### config.mk
export PLATFORM = sky130hd
export DESIGN_NAME = pwm_sample_scheduler
export DESIGN_NICKNAME = d
export VERILOG_FILES = /design/src/rtl/pwm_sample_scheduler.sv
export SDC_FILE = /design/constraint.sdc
export NUM_CORES = 1
export LEC_CHECK = 0
export ABC_AREA = 1
export ABC_CLOCK_PERIOD_IN_PS = 6850
export BUFFER_PORTS_ARGS = -buffer_cell sky130_fd_sc_hd__buf_4
export CAP_MARGIN = 30
export CORE_ASPECT_RATIO = 1.25
export CORE_MARGIN = 2
export CORE_UTILIZATION = 30
export DETAILED_ROUTE_END_ITERATION = 12
export PLACE_DENSITY = 0.54
export SYNTH_ARGS = -nofsm -noshare
export SYNTH_HDL_FRONTEND = slang
export SYNTH_SLANG_ARGS = --single-unit
export TNS_END_PERCENT = 5
### constraint.sdc
create_clock -name clk -period 6.85 [get_ports clk]
set_input_delay 0.3425 -clock clk [delete_from_list [all_inputs] [get_ports clk]]
set_output_delay 0.3425 -clock clk [all_outputs]
set_load 0.005 [all_outputs]
### src/rtl/pwm_sample_scheduler.sv
// Sample-rate sequencer for a counter-compare PWM DAC: buffers source samples and
// releases one per PWM period, with priming, underrun ramp-to-midscale and soft mute.
//
// state   | meaning
// --------+------------------------------------------------------------------
// prime   | waiting for a full FIFO before starting playback; d held
// play    | one sample popped into d at every period end
// starved | FIFO ran dry; d ramps toward midscale until FIFO is half full
// mute    | d ramps toward midscale; FIFO drained one entry per period
module pwm_sample_scheduler #(
    parameter int signalwidth = 16,
    parameter int pwmwidth    = 6,
    parameter int depth_log2  = 2,
    parameter int ramp_step   = 256
) (
    input  logic                   clk,
    input  logic                   reset,
    input  logic [signalwidth-1:0] in_data,
    input  logic                   in_valid,
    output logic                   in_ready,
    input  logic                   mute,
    input  logic                   clear_underrun,
    output logic [signalwidth-1:0] d,
    output logic                   frame_strobe,
    output logic                   underrun,
    output logic [depth_log2:0]    level
);

    localparam int depth = 1 << depth_log2;
    localparam int ptr_w = (depth_log2 > 0) ? depth_log2 : 1;
    localparam int lvl_w = depth_log2 + 1;
    localparam logic [lvl_w-1:0] lvl_full   = lvl_w'(depth);
    localparam logic [lvl_w-1:0] lvl_resume = lvl_w'((depth == 1) ? 1 : depth / 2);
    localparam logic [signalwidth-1:0] mid  = {1'b1, {(signalwidth-1){1'b0}}};
    localparam logic [signalwidth-1:0] step = signalwidth'(ramp_step);

    typedef enum logic [1:0] {
        st_prime,
        st_play,
        st_starved,
        st_mute
    } state_t;

    state_t                   state;
    logic [pwmwidth-1:0]      cnt;
    logic [signalwidth-1:0]   mem [depth];
    logic [ptr_w-1:0]         wr_ptr;
    logic [ptr_w-1:0]         rd_ptr;
    logic [signalwidth-1:0]   head;
    logic [signalwidth-1:0]   ramp_d;
    logic                     push;
    logic                     load;
    logic                     discard;
    logic                     pop;

    function automatic logic [ptr_w-1:0] ptr_next(input logic [ptr_w-1:0] p);
        return (p == ptr_w'(depth - 1)) ? '0 : p + ptr_w'(1);
    endfunction

    assign frame_strobe = (cnt == '1);
    assign in_ready     = (level != lvl_full);
    assign push         = in_valid && in_ready;
    assign head         = mem[rd_ptr];
    assign pop          = load || discard;

    // One step toward midscale, snapping to mid when within a step so it never overshoots.
    always_comb begin
        ramp_d = mid;
        if (d > mid) begin
            if ((d - mid) > step) begin
                ramp_d = d - step;
            end
        end else if (d < mid) begin
            if ((mid - d) > step) begin
                ramp_d = d + step;
            end
        end
    end

    // Pops happen only at period end; a pending mute change takes priority over them.
    always_comb begin
        load    = 1'b0;
        discard = 1'b0;
        if (frame_strobe) begin
            case (state)
                st_prime:   load    = !mute && (level == lvl_full);
                st_play:    load    = !mute && (level != '0);
                st_starved: load    = !mute && (level >= lvl_resume);
                st_mute:    discard = mute && (level != '0);
                default:    load    = 1'b0;
            endcase
        end
    end

    always_ff @(posedge clk) begin
        if (push) begin
            mem[wr_ptr] <= in_data;
        end
    end

    always_ff @(posedge clk) begin
        if (reset) begin
            state    <= st_prime;
            cnt      <= '0;
            d        <= mid;
            underrun <= 1'b0;
            level    <= '0;
            wr_ptr   <= '0;
            rd_ptr   <= '0;
        end else begin
            cnt <= cnt + pwmwidth'(1);

            if (push) begin
                wr_ptr <= ptr_next(wr_ptr);
            end
            if (pop) begin
                rd_ptr <= ptr_next(rd_ptr);
            end
            if (push && !pop) begin
                level <= level + lvl_w'(1);
            end else if (pop && !push) begin
                level <= level - lvl_w'(1);
            end

            if (clear_underrun) begin
                underrun <= 1'b0;
            end

            if (mute && state != st_mute) begin
                state <= st_mute;
            end else begin
                case (state)
                    st_prime: begin
                        if (load) begin
                            d     <= head;
                            state <= st_play;
                        end
                    end
                    st_play: begin
                        if (load) begin
                            d <= head;
                        end else if (frame_strobe && level == '0) begin
                            underrun <= 1'b1;
                            state    <= st_starved;
                        end
                    end
                    st_starved: begin
                        if (load) begin
                            d     <= head;
                            state <= st_play;
                        end else if (frame_strobe) begin
                            d <= ramp_d;
                        end
                    end
                    st_mute: begin
                        if (!mute) begin
                            state <= st_prime;
                        end else if (frame_strobe) begin
                            d <= ramp_d;
                        end
                    end
                    default: state <= st_prime;
                endcase
            end
        end
    end

endmodule

==> After elaboration in Yosys (flattened, before gate mapping) <==
Memories as Yosys holds them, arrays and structs flattened. A register that Yosys moved wholly into a read port is not among the register bits.
Index checks and enable logic that the tools add are counted.
{ "totals": {"elab_cells": 91, "input_bits": 21, "memories": 1, "output_inout_bits": 22, "ramBits": 64, "register_bits": 32} }
{ "classes": {"reduce_logical": 21, "eq_ne": 15, "addsub": 9, "magnitude_cmp": 5, "n_mux": 32, "n_bitwise": 1} }
{ "memory_table": {"columns": ["name", "words", "word_bits", "rd", "rd_ports_with_merged_regs", "wr", "line_no", "rtl"], "rows": [
  ["mem", 4, 16, 1, 1, 1, "46", "logic [signalwidth-1:0] mem [depth];"]
]} }
{ "op_table": {"columns": ["cell", "n"], "rows": [
  ["16-bit two-way mux", 8],
  ["16-bit case mux with 3 select lines", 1],
  ["16-bit by 9-bit > comparator with 1-bit output (second input constant)", 2],
  ["2-bit two-way mux", 9],
  ["16-bit by 9-bit adder with 16-bit output (second input constant)", 1],
  ["16-bit > comparator (second input constant)", 1],
  ["16-bit less-than comparator (second input constant)", 1],
  ["16-bit subtractor (first input constant)", 1],
  ["16-bit subtractor (second input constant)", 1],
  ["16-bit by 9-bit subtractor with 16-bit output (second input constant)", 1],
  ["3-bit inequality test (second input constant)", 4],
  ["1-bit two-way mux", 10],
  ["1-bit logical AND", 9],
  ["2-bit equality test (second input constant)", 4],
  ["6-bit by 1-bit adder with 6-bit output (second input constant)", 1],
  ["6-bit equality test (second input constant)", 1],
  ["3-bit two-way mux", 2],
  ["2-bit case mux with 3 select lines", 1],
  ["2-bit by 1-bit adder with 2-bit output (second input constant)", 2],
  ["2-bit inequality test (second input constant)", 2],
  ["4-bit AND reduction", 1],
  ["2-bit OR reduction", 2],
  ["3-bit by 1-bit adder with 3-bit output (second input constant)", 1],
  ["3-bit equality test (second input constant)", 1],
  ["14 further kinds", 16]
]} }

==> Logic depth before layout (Yosys ltp) <==
{ "logic_depth": {"ltp_word": 8, "depth_mapped": 16} }

==> Worst setup path after synthesis <==
OpenSTA, ideal clock, no wires.
{ "synth_path": {"path_type": "register to register", "start": "register state[0]", "end": "register level[2]", "period_less_slack_ns": 2.384, "setup_slack_ns": 4.466, "t_arrival_ns": 2.262, "required_ns": 6.728, "setup_time_ns": 0.122, "stages_incl_launch_ff": 16, "n_path_buf": 1, "cell_sequence": "dfxtp_1 -> inv_1 -> ha_1 -> o21ai_0 -> nand3_1 -> nand3_4 -> buf_2 -> nand2_1 -> inv_1 -> ha_1 -> inv_1 -> fa_1 -> a21oi_1 -> o21ai_0 -> o21ai_0 -> a21oi_1"} }
{ "synth_via": {"elab_chain_cells": 7, "word_cells_on_any_way": 14, "cone_classes": "3 x eq/ne; 5 x mux; 6 x reduce/logical"} }
{ "synth_lines": {"columns": ["item", "line_no", "rtl"], "rows": [
  ["start, declared", "44", "state_t state;"],
  ["start signal, assigned", "103", "state <= st_prime;"],
  ["start signal, assigned", "130", "state <= st_mute;"],
  ["start signal, assigned", "136", "state <= st_play;"],
  ["2-bit equality test (tied with other cells)", "85", "case (state)"],
  ["1-bit case mux with 3 select lines or 1-bit two-way mux (tied branches)", "85", null],
  ["1-bit two-way mux", "84", "if (frame_strobe) begin"],
  ["1-bit logical OR *", "64", "assign pop = load || discard;"],
  ["1-bit logical NOT", "119", "if (push && !pop) begin"],
  ["1-bit logical AND", "119", null],
  ["3-bit two-way mux or 2-bit nonzero test (tied branches)", null, null],
  ["end signal, assigned", "120", "level <= level + lvl_w'(1);"],
  ["end signal, assigned", "122", "level <= level - lvl_w'(1);"],
  ["end, declared", "26", "output logic [depth_log2:0] level"]
]} }
Every way passes the cells marked *; elsewhere a longest branch is shown, timed or not.
A chain may end at the register's enable or synchronous reset.

==> Worst setup path after layout <==
{ "layout_path": {"start": "register state[1]", "end": "register level[2]"} }
The elaborated chain is that of the path after synthesis.

==> results.toml <==
[clock_tree]
clk_pin_slew_worst_paths_ps = 70
insertion_delay_ps = 350
postCtsSetupBuffers = 0
htreeDepth = 3
cts-root-buf = "clkbuf_16"
cts_tree = "yes"
cts_hold_buffers = 0
cts_buffers = 9
cts_resized = 0
clockBufferDepth = 2
cts_sinks = 98

[min_path]
holdPathEnd = "mem[1][6]"
hp-class = "in -> reg"
min_from = "in_data[6]"
hold_depth = 1

[sta]
rsz0062_at_grt = "false"
final-hold-violation-count = 0
report.final.setup_viol = 0
timing.final.crit_share = 0.426
setup_slack_ps = 3930
slew_violations = 0
fmax_mhz = 343
finalSetupTns_ps = 0
skew_ps = 9.63
hold_ws_ps = 190
min_period_ps = 2920
relSlewSlack = 0.484
worst_slew_pin_slew_ps = 772

[setup_path]
r2r-end = "level[2]"
cpMaxStageDelayCell = "ha_1"
end_kind = "register"
cp-start-kind = "register"
crit_chain = "ha_1 -> inv_1 -> nand2_1 -> a21oi_1 -> nand3_4 -> nand2_1 -> inv_1 -> ha_1 -> inv_1 -> fa_1 -> a21oi_1 -> o21ai_0 -> o21ai_0 -> a21oi_1"
critPathMaxFanout = 24
max_stage_delay_ps = 460
r2r_start = "state[1]"
cp-startpoint = "state[1]"
required_ps = 7090
crit_type = "reg -> reg"
arrival_ps = 3150
rrSetupSlack_ps = 3930
rr_worst_depth = 14

[logic_synthesis]
synth_area_um2 = 5030
ys.warnings.count = 0
synthFlopType = "edfxtp_1"
synthArstFlopShare = 0
syn-instance-count = 570
syn_nets = 608
yosys_register_bits = 98
avgSynthCellArea_um2 = 8.83
synth.yosys.seq_area_share = 0.517
synth_cell_type_count = 44
synth-edff-count = 64

[route]
vias = 3998
drc = 0
drt_wl_total_um = 11800
detail-route-antenna-nets = 0
firstDrtPassIters = 5
viasPerCell = 4.83
drt_iter0_markers = 260
routedWlPerCell_um = 14.3

[layout]
nets = 645
syn_to_final_growth_pct = 16.7
seqCellArea_um2 = 2600
drive_gt1_frac = 0.168
diodes = 0
final_area_um2 = 5870
multi_input_area_um2 = 2100
num-fill-cells = 1654
fin_cells = 828

[floorplan]
initial_utilization = 0.308
die_h_um = 149
coreArea_um2 = 16300
die_area_um2 = 17800
ios = 43
die_w_um = 120
std_cell_rows = 52

[outcome]
status = "finished clean"

[pwr]
p_leak_nw = 2.47
powerDensity_nw_per_um2 = 340
irDropWorstVdd_uv = 105

[placement]
post-place-ws_ps = 3960
dp_cells = 812
portBuffers = 42
dpl_cell_area_um2 = 5580
finalWeightedCongestion = 0.828
dpl.hpwl_um = 8500

[grt]
overflow = 0
grt_start_max_net_pins = 38
antenna_found_initial = 0
grt_pass1_vias = 3894
grt_first_pass_wirelength_um = 19200
globalRouteTotalUtil = 0.136

[job]
maxCapViolations = 0
-- per-layer routing --
layer	track usage	vias to the layer above	part of all wire
met4	0.0541	0	0.017
met5	0	-	0
met1	0.164	1911	0.43
met2	0.247	77	0.52
met3	0.0172	15	0.030
li1	-	1995	-
-- flip-flops by register name (all words and copies together) (netlist names), named ones only --
| register | flops |
|---|---|
| cnt | 6 |
| d | 16 |
| level | 3 |
| mem | 64 |
| rd_ptr | 2 |
| state | 2 |
| underrun | 1 |
| wr_ptr | 2 |
-- critical path, delay by kind of cell, from the launching register on --
kind / cells / cell delay [ps]
adder cells (fa/ha/maj): 3 / 970
AO/OA/AOI/OAI: 5 / 550
AND/OR/NAND/NOR: 3 / 530
flip-flops: 1 / 370
buffers and inverters: 3 / 380
-- worst max path at each step --
stage                          end  cells past startpoint
final                     level[2]                     14
after global routing      level[2]                     14
after CTS                 level[2]                     14
after detailed placement  level[2]                     14
after global placement    level[2]                     14
after floorplan           level[2]                     15
-- through the flow --
| step | util | total power, mW |
|---|---|---|
| floorplan | - | 1.30 |
| global placement | 0.338 | 1.50 |
| detailed placement | 0.342 | 1.52 |
| CTS | 0.360 | 2.02 |
| global route | 0.360 | 2.14 |
| finish | 0.360 | 2.00 |
-- cells in the mapped netlist (all sizes together), types with 2 or more instances --
master   count  area share
a211oi       2      0.0030
a21oi       52       0.058
a32o         2      0.0040
a32oi        9       0.016
buf         11       0.015
clkbuf      10      0.0075
dfxtp       34        0.14
edfxtp      64        0.38
ha          16       0.040
inv         60       0.045
nand2      148        0.11
nand3       37       0.044
nand3b       3      0.0045
nand4        2      0.0025
nor2        59       0.053
nor3         9      0.0099
o2111ai      4      0.0070
o211ai       2      0.0030
o21ai       30       0.031
xnor2        2      0.0035
xor2         7       0.012
-- report_power, final --
part | switching [mW] | leakage (nW) | internal (mW)
Combinational | 0.460 | 1.47 | 0.270
Sequential | 0.0787 | 0.865 | 0.699
Clock | 0.235 | 0.141 | 0.256
Total | 0.774 | 2.47 | 1.22
-- logic make-up after synthesis --
kind of cell / after synthesis / synth area share
AND/OR/NAND/NOR: 258 / 0.227
AO/OA/AOI/OAI: 106 / 0.128
flip-flops: 98 / 0.517
buffers and inverters: 82 / 0.0681
adder cells (fa/ha/maj): 17 / 0.0437
XOR/XNOR: 9 / 0.0157
-- placed cells by master, fill, tap and decap left out, drive strengths merged, types with 2 or more instances in the layout --
cell type,instances
clkbuf,9
xor2,7
o2111ai,4
a32oi,9
o21ai,30
edfxtp,64
clkinv,2
buf,47
nand3,37
xnor2,2
nand4,2
a32o,2
inv,65
nand2,148
nor2,59
o211ai,2
ha,16
nand3b,3
nor3,9
a211oi,2
dfxtp,34
a21oi,52
-- final cells by class --
| cell class | instances | share of cell area |
|---|---|---|
| clock buffer | 9 | 0.0383 |
| sequential | 98 | 0.443 |
| timing repair buffer | 47 | 0.0652 |
| inverter | 61 | 0.0390 |
| multi-input combinational | 390 | 0.357 |
| tap | 216 | 0.0460 |
| clock inverter | 7 | 0.0111 |
Power figures use the tool's default switching activity.
